$ cat config.mk
export PLATFORM = sky130hd
export DESIGN_NAME = signal_pipe
export DESIGN_NICKNAME = d
export VERILOG_FILES = /design/src/rtl/signal_pipe_pkg.sv /design/src/rtl/signal_pipe_stage.sv /design/src/rtl/signal_pipe.sv
export SDC_FILE = /design/constraint.sdc
export NUM_CORES = 1
export LEC_CHECK = 0
export CAP_MARGIN = 5
export CORE_UTILIZATION = 45
export DETAILED_ROUTE_END_ITERATION = 10
export HOLD_SLACK_MARGIN = 0.03
export PLACE_DENSITY = 0.85
export SETUP_SLACK_MARGIN = 0.2
export SLEW_MARGIN = 20
export SYNTH_ARGS = -nofsm -noshare
export SYNTH_HDL_FRONTEND = slang
export SYNTH_HIERARCHICAL = 1
export SYNTH_SLANG_ARGS = --single-unit
$ cat constraint.sdc
create_clock -name clk_i -period 2 [get_ports clk_i]
set_clock_uncertainty 0.15 [all_clocks]
set_input_delay 0.2 -clock clk_i [delete_from_list [all_inputs] [get_ports clk_i]]
set_output_delay 0.2 -clock clk_i [all_outputs]
set_load 0.01 [all_outputs]
$ cat src/rtl/signal_pipe_pkg.sv
// Shared types and parameter limits for signal_pipe.
// Holds the per-channel mode encoding and the legal ranges of the top-level parameters.
package signal_pipe_pkg;

    typedef enum logic [1:0] {
        MODE_PASS = 2'd0,
        MODE_INV  = 2'd1,
        MODE_ZERO = 2'd2,
        MODE_ONES = 2'd3
    } mode_e;

    localparam int NUM_CHAN_MIN = 1;
    localparam int NUM_CHAN_MAX = 16;
    localparam int WIDTH_MIN    = 1;
    localparam int WIDTH_MAX    = 64;
    localparam int DEPTH_MIN    = 1;
    localparam int DEPTH_MAX    = 8;

endpackage

$ cat src/rtl/signal_pipe_stage.sv
// One valid/ready register slice: holds a single beat plus its valid flag.
// Handshake: a beat moves across an interface on a rising edge where valid and ready are both high.
module signal_pipe_stage #(
    parameter int DataWidth = 16
) (
    input  logic                 clk_i,
    input  logic                 rst_i,
    input  logic                 valid_i,
    output logic                 ready_o,
    input  logic [DataWidth-1:0] data_i,
    output logic                 valid_o,
    input  logic                 ready_i,
    output logic [DataWidth-1:0] data_o
);

    logic                 valid_q;
    logic [DataWidth-1:0] data_q;

    // An empty slot can always load; a full one can load only when it is draining this cycle.
    assign ready_o = !valid_q || ready_i;
    assign valid_o = valid_q;
    assign data_o  = data_q;

    always_ff @(posedge clk_i or posedge rst_i) begin
        if (rst_i) begin
            valid_q <= 1'b0;
            data_q  <= '0;
        end else if (ready_o) begin
            valid_q <= valid_i;
            if (valid_i) begin
                data_q <= data_i;
            end
        end
    end

endmodule

$ cat src/rtl/signal_pipe.sv
// Multi-channel per-channel transform followed by a Depth-stage valid/ready pipeline.
// Define SIGNAL_PIPE_STATS_EN to add the 32-bit output beat counter port beat_cnt_o.
module signal_pipe
    import signal_pipe_pkg::*;
#(
    parameter int NumChan = 2,
    parameter int Width   = 8,
    parameter int Depth   = 2
) (
    input  logic                     clk_i,
    input  logic                     rst_i,
    input  logic                     valid_i,
    output logic                     ready_o,
    input  logic [NumChan*Width-1:0] data_i,
    input  logic [NumChan*2-1:0]     mode_i,
    output logic                     valid_o,
    input  logic                     ready_i,
`ifdef SIGNAL_PIPE_STATS_EN
    output logic [31:0]              beat_cnt_o,
`endif
    output logic [NumChan*Width-1:0] data_o
);

    localparam int DW = NumChan * Width;

    if (Depth < DEPTH_MIN || Depth > DEPTH_MAX) begin : g_bad_depth
        $error("signal_pipe: Depth out of range");
    end
    if (NumChan < NUM_CHAN_MIN || NumChan > NUM_CHAN_MAX) begin : g_bad_chan
        $error("signal_pipe: NumChan out of range");
    end
    if (Width < WIDTH_MIN || Width > WIDTH_MAX) begin : g_bad_width
        $error("signal_pipe: Width out of range");
    end

    logic [DW-1:0] data_xf;

    // Transform is applied before the first stage so stages only carry finished data.
    always_comb begin
        data_xf = '0;
        for (int c = 0; c < NumChan; c++) begin
            case (mode_e'(mode_i[2*c +: 2]))
                MODE_INV:  data_xf[c*Width +: Width] = ~data_i[c*Width +: Width];
                MODE_ZERO: data_xf[c*Width +: Width] = '0;
                MODE_ONES: data_xf[c*Width +: Width] = '1;
                default:   data_xf[c*Width +: Width] = data_i[c*Width +: Width];
            endcase
        end
    end

    for (genvar k = 0; k < Depth; k++) begin : g_stage
        logic          s_valid;
        logic          s_ready;
        logic [DW-1:0] s_data;
        logic          in_valid;
        logic [DW-1:0] in_data;
        logic          out_ready;

        if (k == 0) begin : g_head
            assign in_valid = valid_i;
            assign in_data  = data_xf;
        end else begin : g_link
            assign in_valid = g_stage[k-1].s_valid;
            assign in_data  = g_stage[k-1].s_data;
        end

        if (k == Depth - 1) begin : g_tail
            assign out_ready = ready_i;
        end else begin : g_fwd
            assign out_ready = g_stage[k+1].s_ready;
        end

        signal_pipe_stage #(
            .DataWidth(DW)
        ) u_stage (
            .clk_i  (clk_i),
            .rst_i  (rst_i),
            .valid_i(in_valid),
            .ready_o(s_ready),
            .data_i (in_data),
            .valid_o(s_valid),
            .ready_i(out_ready),
            .data_o (s_data)
        );
    end

    assign ready_o = g_stage[0].s_ready;
    assign valid_o = g_stage[Depth-1].s_valid;
    assign data_o  = g_stage[Depth-1].s_data;

`ifdef SIGNAL_PIPE_STATS_EN
    logic [31:0] beat_cnt_q;

    // Counts output transfers; wraps naturally at 2^32.
    always_ff @(posedge clk_i or posedge rst_i) begin
        if (rst_i) begin
            beat_cnt_q <= '0;
        end else if (valid_o && ready_i) begin
            beat_cnt_q <= beat_cnt_q + 32'd1;
        end
    end

    assign beat_cnt_o = beat_cnt_q;
`endif

endmodule

==> run metrics <==
status completed; die area a little under 4000 µm²; Final setup viols 0; root buf cell clkbuf_8; fraction of layout cells with a size suffix above 1 27.9%; Yosys cell types 11; overall power 2.06 mW; Synth top area share between 50% and 60%; CTS Hold Bufs 0; Final Critical Period 1.58 ns; max-slew violations 0; CP bufs+invs 1; DR pass1 iterations 3; placed instance count 193; Worst EP arrival 1.23 ns; hold_ws about 0.19 ns; crit-path leading delay family buffers and inverters; Die Span X around 63 µm; later-pin clock latency in the skew report roughly 0.28 ns; Finished Layout Cells 200; layout net count 178; height of the die 62.9 µm; RSZ-0062 raised after global routing no; boundary pin count 42; Mapped Area between 1500 and 2000 µm²; DR vias/cell 4.70; Required @ worst endpoint around 1.7 ns; HPWL after DPL ~2000 µm; row count 21; Core ar. 3440 µm²; I/O Buffers 41; vias in the first global route 991; Seq/Total Area, Yosys 51.0%; CP cell instances clkdlybuf4s50_1; CP Capture Type output port; # Max-Cap Violations 0; setup_tns 0 ns; Synth Register Bits 34; Avg WL per Cell 13.4 µm; Worst-path clk slew 0.06 ns; post-synthesis net count 134; slowest CP cell clkdlybuf4s50_1; Leakage 0.949 nW; htree depth 2; DR iter-0 viols 25; placer congestion estimate 0.674; Inserted Clock Buffers 5; Post-Synthesis Cells 110; P per Cell Area roughly 950 nW/µm²; syn_area_per_cell 15.2 µm²; largest net degree at the start of global routing 18; Clock Tree Buf Depth 2; Layout area overhead 29.2%; relative slew slack 56.0%; CTS tree built; Post-Route WL 2690 µm; fin util 62.7%; crit path launch type flop; Worst Tran Pin Value 0.660 ns; top cells by area, synth dfrtp_1 (51%), mux2_4 (18%), xnor2_1 (8.4%); Sinks on Clock Net 34; DRT antenna net count 0; period utilisation layout a little under 80%; Yosys warning count 6; maximum VDD drop 0.589 mV; Max FO, Critical Path 2; kind of critical path reg -> out; Hold Fails Final Rpt 0; GR Util All Layers between 10% and 20%; DR DRC count 0; worst min path class in -> async; GR Overflow Total 0; initial core utilization 48.5%; initial antenna violation count 0; area leader, netlist dfrtp_1; via count 940; largest stage delay on the critical path 0.55 ns; Ant. Diodes 0; Max Clk Rate 0.635 GHz; first-pass GRT wire length 4710 µm
[what timing repair did]
action / in CTS / in global routing
resized for setup: 1 / 0
setup endpoints to repair: 1 / 0
buffers inserted: 0 / 0
[layout make-up]
type / count / area (µm²)
Clock buffer: 7 / 76.3
Multi-Input combinational cell: 70 / 756
Tap cell: 46 / 57.6
Timing Repair Buffer: 41 / 409
Inverter: 2 / 7.51
Sequential cell: 34 / 851
Fill cell: 271 / 1280
[synth_stat cells]
| cell type | number |
|---|---|
| mux2_4 | 20 |
| or2b_1 | 2 |
| buf_4 | 2 |
| nand2_4 | 2 |
| nand2b_1 | 14 |
| nand2b_4 | 4 |
| inv_1 | 2 |
| xnor2_1 | 16 |
| dfrtp_1 | 34 |
| buf_12 | 2 |
| mux2_2 | 12 |
[power breakdown]
part	leakage, nW	total, mW	switching [mW]	internal (mW)
Combinational	0.516	0.656	0.209	0.447
Clock	0.0383	0.448	0.209	0.239
Sequential	0.395	0.953	0.0953	0.858
Total	0.949	2.06	0.513	1.54
[registers in the layout, indices dropped and copies added, names as in the netlist]
| signal | count |
|---|---|
| g_stage.u_stage/valid_o | 2 |
| g_stage.u_stage/data_o | 32 |
[worst paths after layout]
kind	from	endpoint	slack, ns	cells after the start
max	g_stage[1].u_stage/valid_o	valid_o	0.42	1
min	rst_i	g_stage[1].u_stage/data_o[1]	0.19	2
max reg2reg	g_stage[1].u_stage/valid_o	g_stage[0].u_stage/data_o[15]	0.48	4
min reg2reg	g_stage[0].u_stage/data_o[0]	g_stage[1].u_stage/data_o[0]	0.35	1
max in group asynchronous	rst_i	g_stage[0].u_stage/data_o[15]	1.08	2
min in group clk_i	g_stage[0].u_stage/data_o[0]	g_stage[1].u_stage/data_o[0]	0.35	1
[placed cells by master (no fill, tap or decap), drive strengths merged]
cell type,netlist,routed
clkbuf,0,7
clkdlybuf4s50,0,40
dfrtp,34,34
dlygate4sd2,0,1
inv,2,2
mux2,32,32
nand2,2,2
nand2b,18,18
or2b,2,2
xnor2,16,16
[logic make-up (layout without fill, tap and decap cells)]
group         after synthesis  in the layout  share of synthesized area (%)
flops                      34             34                           51.0
mux                        32             32                           26.1
simple gates               22             22                           10.8
xor+xnor                   16             16                           8.40
buf+inv                     6             50                           3.75
[per-stage QoR]
step | setup slack, ns | area, µm²
after floorplan | 0.518 | 1670
after global placement | 0.194 | 2080
after global routing | 0.392 | 2160
final | 0.425 | 2160
after CTS | 0.407 | 2160
after detailed placement | 0.185 | 2080
[layer usage]
metal / vias up / wire length, µm / global-route usage (%)
li1: 451 / - / -
met1: 460 / 1180 / 19.0
met2: 24 / 1350 / 26.1
met3: 5 / 121 / 4.74
met4: 0 / 43 / 7.85
met5: - / 0 / 0
No activity file was read; power rests on OpenSTA's default activity.
